--- config.mk ---
export PLATFORM = sky130hd
export DESIGN_NAME = cdb_broadcaster
export DESIGN_NICKNAME = d
export VERILOG_FILES = /design/src/rtl/cdb_broadcaster.sv
export SDC_FILE = /design/constraint.sdc
export NUM_CORES = 1
export LEC_CHECK = 0
export CAP_MARGIN = 20
export CORE_MARGIN = 4
export CORE_UTILIZATION = 40
export DETAILED_ROUTE_END_ITERATION = 16
export GPL_TIMING_DRIVEN = 0
export PLACE_DENSITY_LB_ADDON = 0.05
export SLEW_MARGIN = 20
export SYNTH_ARGS = -nofsm -noshare
export SYNTH_HDL_FRONTEND = slang
export SYNTH_SLANG_ARGS = --single-unit
--- constraint.sdc ---
create_clock -name CLK -period 4.8 [get_ports CLK]
set_input_delay 1.44 -clock CLK [delete_from_list [all_inputs] [get_ports CLK]]
set_output_delay 1.44 -clock CLK [all_outputs]
set_load 0.01 [all_outputs]
--- src/rtl/cdb_broadcaster.sv ---
// Common data bus transmit side: two small per-source result queues (add/sub
// and load/store) with an oldest-first arbiter that drives one registered
// {tag, data} broadcast per cycle.
module cdb_broadcaster #(
  parameter int DEPTH  = 2,
  parameter int TAG_W  = 4,
  parameter int DATA_W = 16,
  parameter int AGE_W  = 10
) (
  input  logic                    CLK,
  input  logic                    CLR,
  input  logic                    s0_valid,
  input  logic [TAG_W-1:0]        s0_tag,
  input  logic [3:0]              s0_rd,
  input  logic [DATA_W-1:0]       s0_data,
  input  logic [AGE_W-1:0]        s0_age,
  output logic                    s0_ready,
  input  logic                    s1_valid,
  input  logic [TAG_W-1:0]        s1_tag,
  input  logic [3:0]              s1_rd,
  input  logic [DATA_W-1:0]       s1_data,
  input  logic [AGE_W-1:0]        s1_age,
  output logic                    s1_ready,
  output logic [TAG_W+DATA_W-1:0] cdb,
  output logic                    cdb_valid,
  output logic [3:0]              cdb_rd
);

  localparam int PW = $clog2(DEPTH);
  localparam int CW = PW + 1;
  localparam logic [AGE_W-1:0] HALF = {1'b1, {(AGE_W-1){1'b0}}};

  // Queue storage and bookkeeping, indexed [source][slot]
  logic [TAG_W-1:0]  r_tag  [2][DEPTH];
  logic [3:0]        r_rd   [2][DEPTH];
  logic [DATA_W-1:0] r_data [2][DEPTH];
  logic [AGE_W-1:0]  r_age  [2][DEPTH];
  logic [PW-1:0]     r_wp   [2];
  logic [PW-1:0]     r_rp   [2];
  logic [CW-1:0]     r_cnt  [2];

  logic [TAG_W+DATA_W-1:0] r_cdb;
  logic                    r_cdb_valid;
  logic [3:0]              r_cdb_rd;

  // Per-source views of inputs and heads
  logic              w_in_valid [2];
  logic [TAG_W-1:0]  w_in_tag   [2];
  logic [3:0]        w_in_rd    [2];
  logic [DATA_W-1:0] w_in_data  [2];
  logic [AGE_W-1:0]  w_in_age   [2];
  logic              w_ready    [2];
  logic              w_push     [2];
  logic              w_pop      [2];
  logic              w_ne       [2];
  logic [TAG_W-1:0]  w_hd_tag   [2];
  logic [3:0]        w_hd_rd    [2];
  logic [DATA_W-1:0] w_hd_data  [2];
  logic [AGE_W-1:0]  w_hd_age   [2];

  logic [AGE_W-1:0]  w_age_diff;
  logic              w_s1_older;
  logic              w_sel1;
  logic              w_any;

  // Map the two source port groups onto indexed arrays
  always_comb begin
    w_in_valid[0] = s0_valid;
    w_in_tag[0]   = s0_tag;
    w_in_rd[0]    = s0_rd;
    w_in_data[0]  = s0_data;
    w_in_age[0]   = s0_age;
    w_in_valid[1] = s1_valid;
    w_in_tag[1]   = s1_tag;
    w_in_rd[1]    = s1_rd;
    w_in_data[1]  = s1_data;
    w_in_age[1]   = s1_age;
  end

  // Readiness from registered count only; tag 0 is accepted but never stored
  always_comb begin
    for (int unsigned s = 0; s < 2; s++) begin
      w_ready[s]   = (r_cnt[s] < CW'(DEPTH));
      w_ne[s]      = (r_cnt[s] != '0);
      w_push[s]    = w_in_valid[s] & w_ready[s] & (w_in_tag[s] != '0);
      w_hd_tag[s]  = r_tag[s][r_rp[s]];
      w_hd_rd[s]   = r_rd[s][r_rp[s]];
      w_hd_data[s] = r_data[s][r_rp[s]];
      w_hd_age[s]  = r_age[s][r_rp[s]];
    end
  end

  // Oldest-first arbitration with wrap-aware age compare; ties and the
  // exact half-range distance fall to source 0
  always_comb begin
    w_age_diff = w_hd_age[0] - w_hd_age[1];
    w_s1_older = (w_age_diff != '0) && (w_age_diff < HALF);
    w_sel1     = w_ne[1] && (!w_ne[0] || w_s1_older);
    w_any      = w_ne[0] || w_ne[1];
    w_pop[0]   = w_ne[0] && !w_sel1;
    w_pop[1]   = w_sel1;
  end

  // Entry storage: written at the tail on an accepted, non-zero-tag push
  always_ff @(posedge CLK) begin
    for (int unsigned s = 0; s < 2; s++) begin
      if (w_push[s]) begin
        r_tag[s][r_wp[s]]  <= w_in_tag[s];
        r_rd[s][r_wp[s]]   <= w_in_rd[s];
        r_data[s][r_wp[s]] <= w_in_data[s];
        r_age[s][r_wp[s]]  <= w_in_age[s];
      end
    end
  end

  // Queue pointers and occupancy; clearing discards all held entries
  always_ff @(posedge CLK) begin
    for (int unsigned s = 0; s < 2; s++) begin
      if (CLR) begin
        r_wp[s]  <= '0;
        r_rp[s]  <= '0;
        r_cnt[s] <= '0;
      end else begin
        if (w_push[s]) r_wp[s] <= r_wp[s] + 1'b1;
        if (w_pop[s])  r_rp[s] <= r_rp[s] + 1'b1;
        r_cnt[s] <= r_cnt[s] + CW'(w_push[s]) - CW'(w_pop[s]);
      end
    end
  end

  // Registered broadcast; bus fields hold their last value when idle
  always_ff @(posedge CLK) begin
    if (CLR) begin
      r_cdb       <= '0;
      r_cdb_rd    <= '0;
      r_cdb_valid <= 1'b0;
    end else begin
      r_cdb_valid <= w_any;
      if (w_any) begin
        r_cdb    <= w_sel1 ? {w_hd_tag[1], w_hd_data[1]} : {w_hd_tag[0], w_hd_data[0]};
        r_cdb_rd <= w_sel1 ? w_hd_rd[1] : w_hd_rd[0];
      end
    end
  end

  assign s0_ready  = w_ready[0];
  assign s1_ready  = w_ready[1];
  assign cdb       = r_cdb;
  assign cdb_valid = r_cdb_valid;
  assign cdb_rd    = r_cdb_rd;

endmodule
==> summary.md <==
| Metric | Value |
|---|---|
| Outcome | `complete, no violations` |
| Maximum VDD drop | `0.000258 V` |
| Drt drc | `0` |
| Least-Margin Pin Slew | `0.927 ns` |
| CP arrival | `roughly 4.6 ns` |
| Starting Density | `0.413` |
| Clock Latency Late Sink | `0.41 ns` |
| Commonest non-fill, non-tap cell in the layout | `edfxtp_1` |
| Max-cap viol count | `0` |
| Antenna violations before repair | `0` |
| Crit path max fanout | `17` |
| Routed wire length | `13700 um` |
| Number of global-route vias before repair | `3914` |
| Syn-to-layout area delta | `29.7%` |
| GRT Overall Usage | `0.154` |
| Post-synth net total | `490` |
| Max Buffers Root-to-Sink | `2` |
| Pwr Density | `546 nW/um2` |
| Post-DP HPWL | `9650 um` |
| First-pass GRT wire length | `21000 um` |
| Synth top area cells | `edfxtp_1 (64%), mux2i_1 (9.2%), dfxtp_1 (8.8%)` |
| Row cnt | `46` |
| Final layout net count | `610` |
| Antenna viol nets, final | `0` |
| Antenna diodes | `0` |
| Fillcell total | `1353` |
| Leakage power | `0.00301 uW` |
| Tcrit/Tclk final | `0.898` |
| Post-Place Cells | `724` |
| Starting DRC count in detailed routing | `about 210` |
| Most frequent cells in the layout | `edfxtp_1 (140), clkdlybuf4s50_1 (97), mux2i_1 (61)` |
| Chip Height | `approximately 140 um` |
| Gr ovfl total | `0` |
| Mapped Avg Cell Area | `16.3 um2` |
| Number of synthesized flops with an enable pin | `140` |
| H-tree depth | `4` |
| CP Class | `reg -> reg` |
| CTS root buf | `clkbuf_16` |
| Ys flop type | `edfxtp_1` |
| Crit path capture type | `flip-flop` |
| Fin. Hold Viols | `0` |
| Skew final | `0.00690 ns` |
| CTS tree | `done` |
| Syn Inst Count | `405` |
| Min Tclk post-route | `roughly 4.3 ns` |
| Post-synth top area cell | `edfxtp_1` |
| Clock Sinks | `about 170` |
| Placeable core area | `roughly 16000 um2` |
| Die ar. | `18600 um2` |
| Sequential area share after synthesis | `0.725` |
| Via count | `3734` |
| Utilization after layout | `0.535` |
| CTS buffer count | `17` |
| RSZ-0062 raised after global routing | `false` |
| Share of layout cells above drive strength 1 | `0.110` |
| Sum Neg Setup Slack | `0 ns` |
| Area share of the largest cell type after synthesis | `0.637` |
| Die Wd | `between 100 and 150 um` |
| Yosys reg bits | `169` |
| Req. time, crit path | `5.07 ns` |
| F_max | `about 0.23 GHz` |
| Synth warnings | `0` |
| Worst slew margin | `0.377` |
| Ports | `99` |
| Largest net degree at the start of global routing | `24` |
| Placer Congestion | `approximately 0.77` |
| Drt via density | `4.95` |
| Finished Layout Cells | `about 750` |
| Setup violators final | `0` |
| Final Max Tran Viols | `0` |
| Port Buffers | `97` |
| Clock slew at reported path FFs | `0.06 ns` |
| Min-Delay Path Class | `reg -> reg` |
| Synth async-reset ratio | `0` |
| Startpoint Class | `flip-flop` |
| First-pass DRT Iterations | `4` |
| Routed len/inst | `18.2 um` |
| Synth unique cells | `between 40 and 50` |
| Syn Std Cell Area | `6600 um2` |
[final timing paths]
kind	from	to	slack, ns	depth (start not counted)
min reg2reg	cdb_rd[0]$_SDFFE_PP0P_	cdb_rd[0]$_SDFFE_PP0P_	0.46	2
max reg2reg	r_rp[1]$_SDFFCE_PN0P_	r_cnt[0][1]$_SDFF_PP0_	0.49	16
max	r_rp[1]$_SDFFCE_PN0P_	r_cnt[0][1]$_SDFF_PP0_	0.49	16
min	cdb_rd[0]$_SDFFE_PP0P_	cdb_rd[0]$_SDFFE_PP0P_	0.46	2
[critical path, stage by stage (launching register included)]
cell       delay (ns)
edfxtp_1         0.31
buf_2            0.44
mux2_2           0.40
ha_1             0.20
fa_1             0.40
nor2b_1          0.20
o22ai_2          0.11
mux2i_1          0.12
a2111oi_0        0.33
nand4_1          0.18
o21ai_2          0.25
nand2b_1         0.19
mux2_2           0.35
ha_1             0.21
nor3b_1          0.14
a31oi_1          0.18
o311ai_1         0.12
[cells by family after synthesis]
| group | count (synthesis) | share of synthesized area |
|---|---|---|
| DFF | 169 | 0.725 |
| adders and majority gates | 13 | 0.0258 |
| xor gates and xnor gates | 8 | 0.0106 |
| and+or+nand+nor | 67 | 0.0496 |
| buffers and inverters | 27 | 0.0184 |
| AOI/OAI and AO/OA | 51 | 0.0631 |
| muxes | 70 | 0.108 |
[through the flow]
| stage | instance area [um2] | setup slack, ns | power [uW] | hold slack (ns) |
|---|---|---|---|---|
| after floorplan | 6600 | 0.712 | 2890 | 0.503 |
| after global placement | 7840 | -1.00 | 3350 | 0.442 |
| after detailed placement | 8000 | -0.0458 | 3430 | 0.450 |
| after CTS | 8560 | 0.141 | 4740 | 0.464 |
| after global routing | 8560 | 0.152 | 4940 | 0.487 |
| final | 8560 | 0.490 | 4680 | 0.460 |
[flip-flops by register name, indices dropped and copies added, names as in the netlist]
signal     cells
r_rp           2
r_wp           2
r_data        64
cdb           20
cdb_valid      1
cdb_rd         4
r_age         40
r_rd          16
r_tag         16
r_cnt          4
[layer usage]
layer | wire length [um] | global-route usage
met5 | 0 | 0
met4 | 192 | 0.0599
met3 | 601 | 0.0322
met2 | 6710 | 0.248
met1 | 6240 | 0.203
[layout make-up]
type	instances	area (um2)	share of cell area
inverters	11	41.3	0.00482
repair buffers	103	1110	0.129
well taps	216	270	0.0316
flip-flops and latches	169	4780	0.559
clock buffers	25	475	0.0555
multi-input cells	209	1710	0.200
clock inverters	7	93.8	0.0110
plain buffers	14	72.6	0.00848
[synthesized netlist by cell type (all sizes together), types with 8 or more instances]
master	n
buf	8
clkbuf	8
dfxtp	29
edfxtp	140
ha	12
inv	11
mux2	9
mux2i	61
nand2	26
nor2	11
nor2b	8
o221ai	24
[power breakdown]
part           leakage (uW)  internal, uW  switching (uW)
Combinational       0.00119           687             773
Sequential          0.00155          1840            70.3
Clock              0.000273           794             516
Total               0.00301          3320            1360
[repair_timing]
| action | CTS | global route |
|---|---|---|
| setup buffers | 0 | 0 |
| endpoints found under the setup margin | 1 | 2 |
| resized for setup | 0 | 0 |
| hold buffers | 0 | 0 |
(Power assumes the default switching activity.)
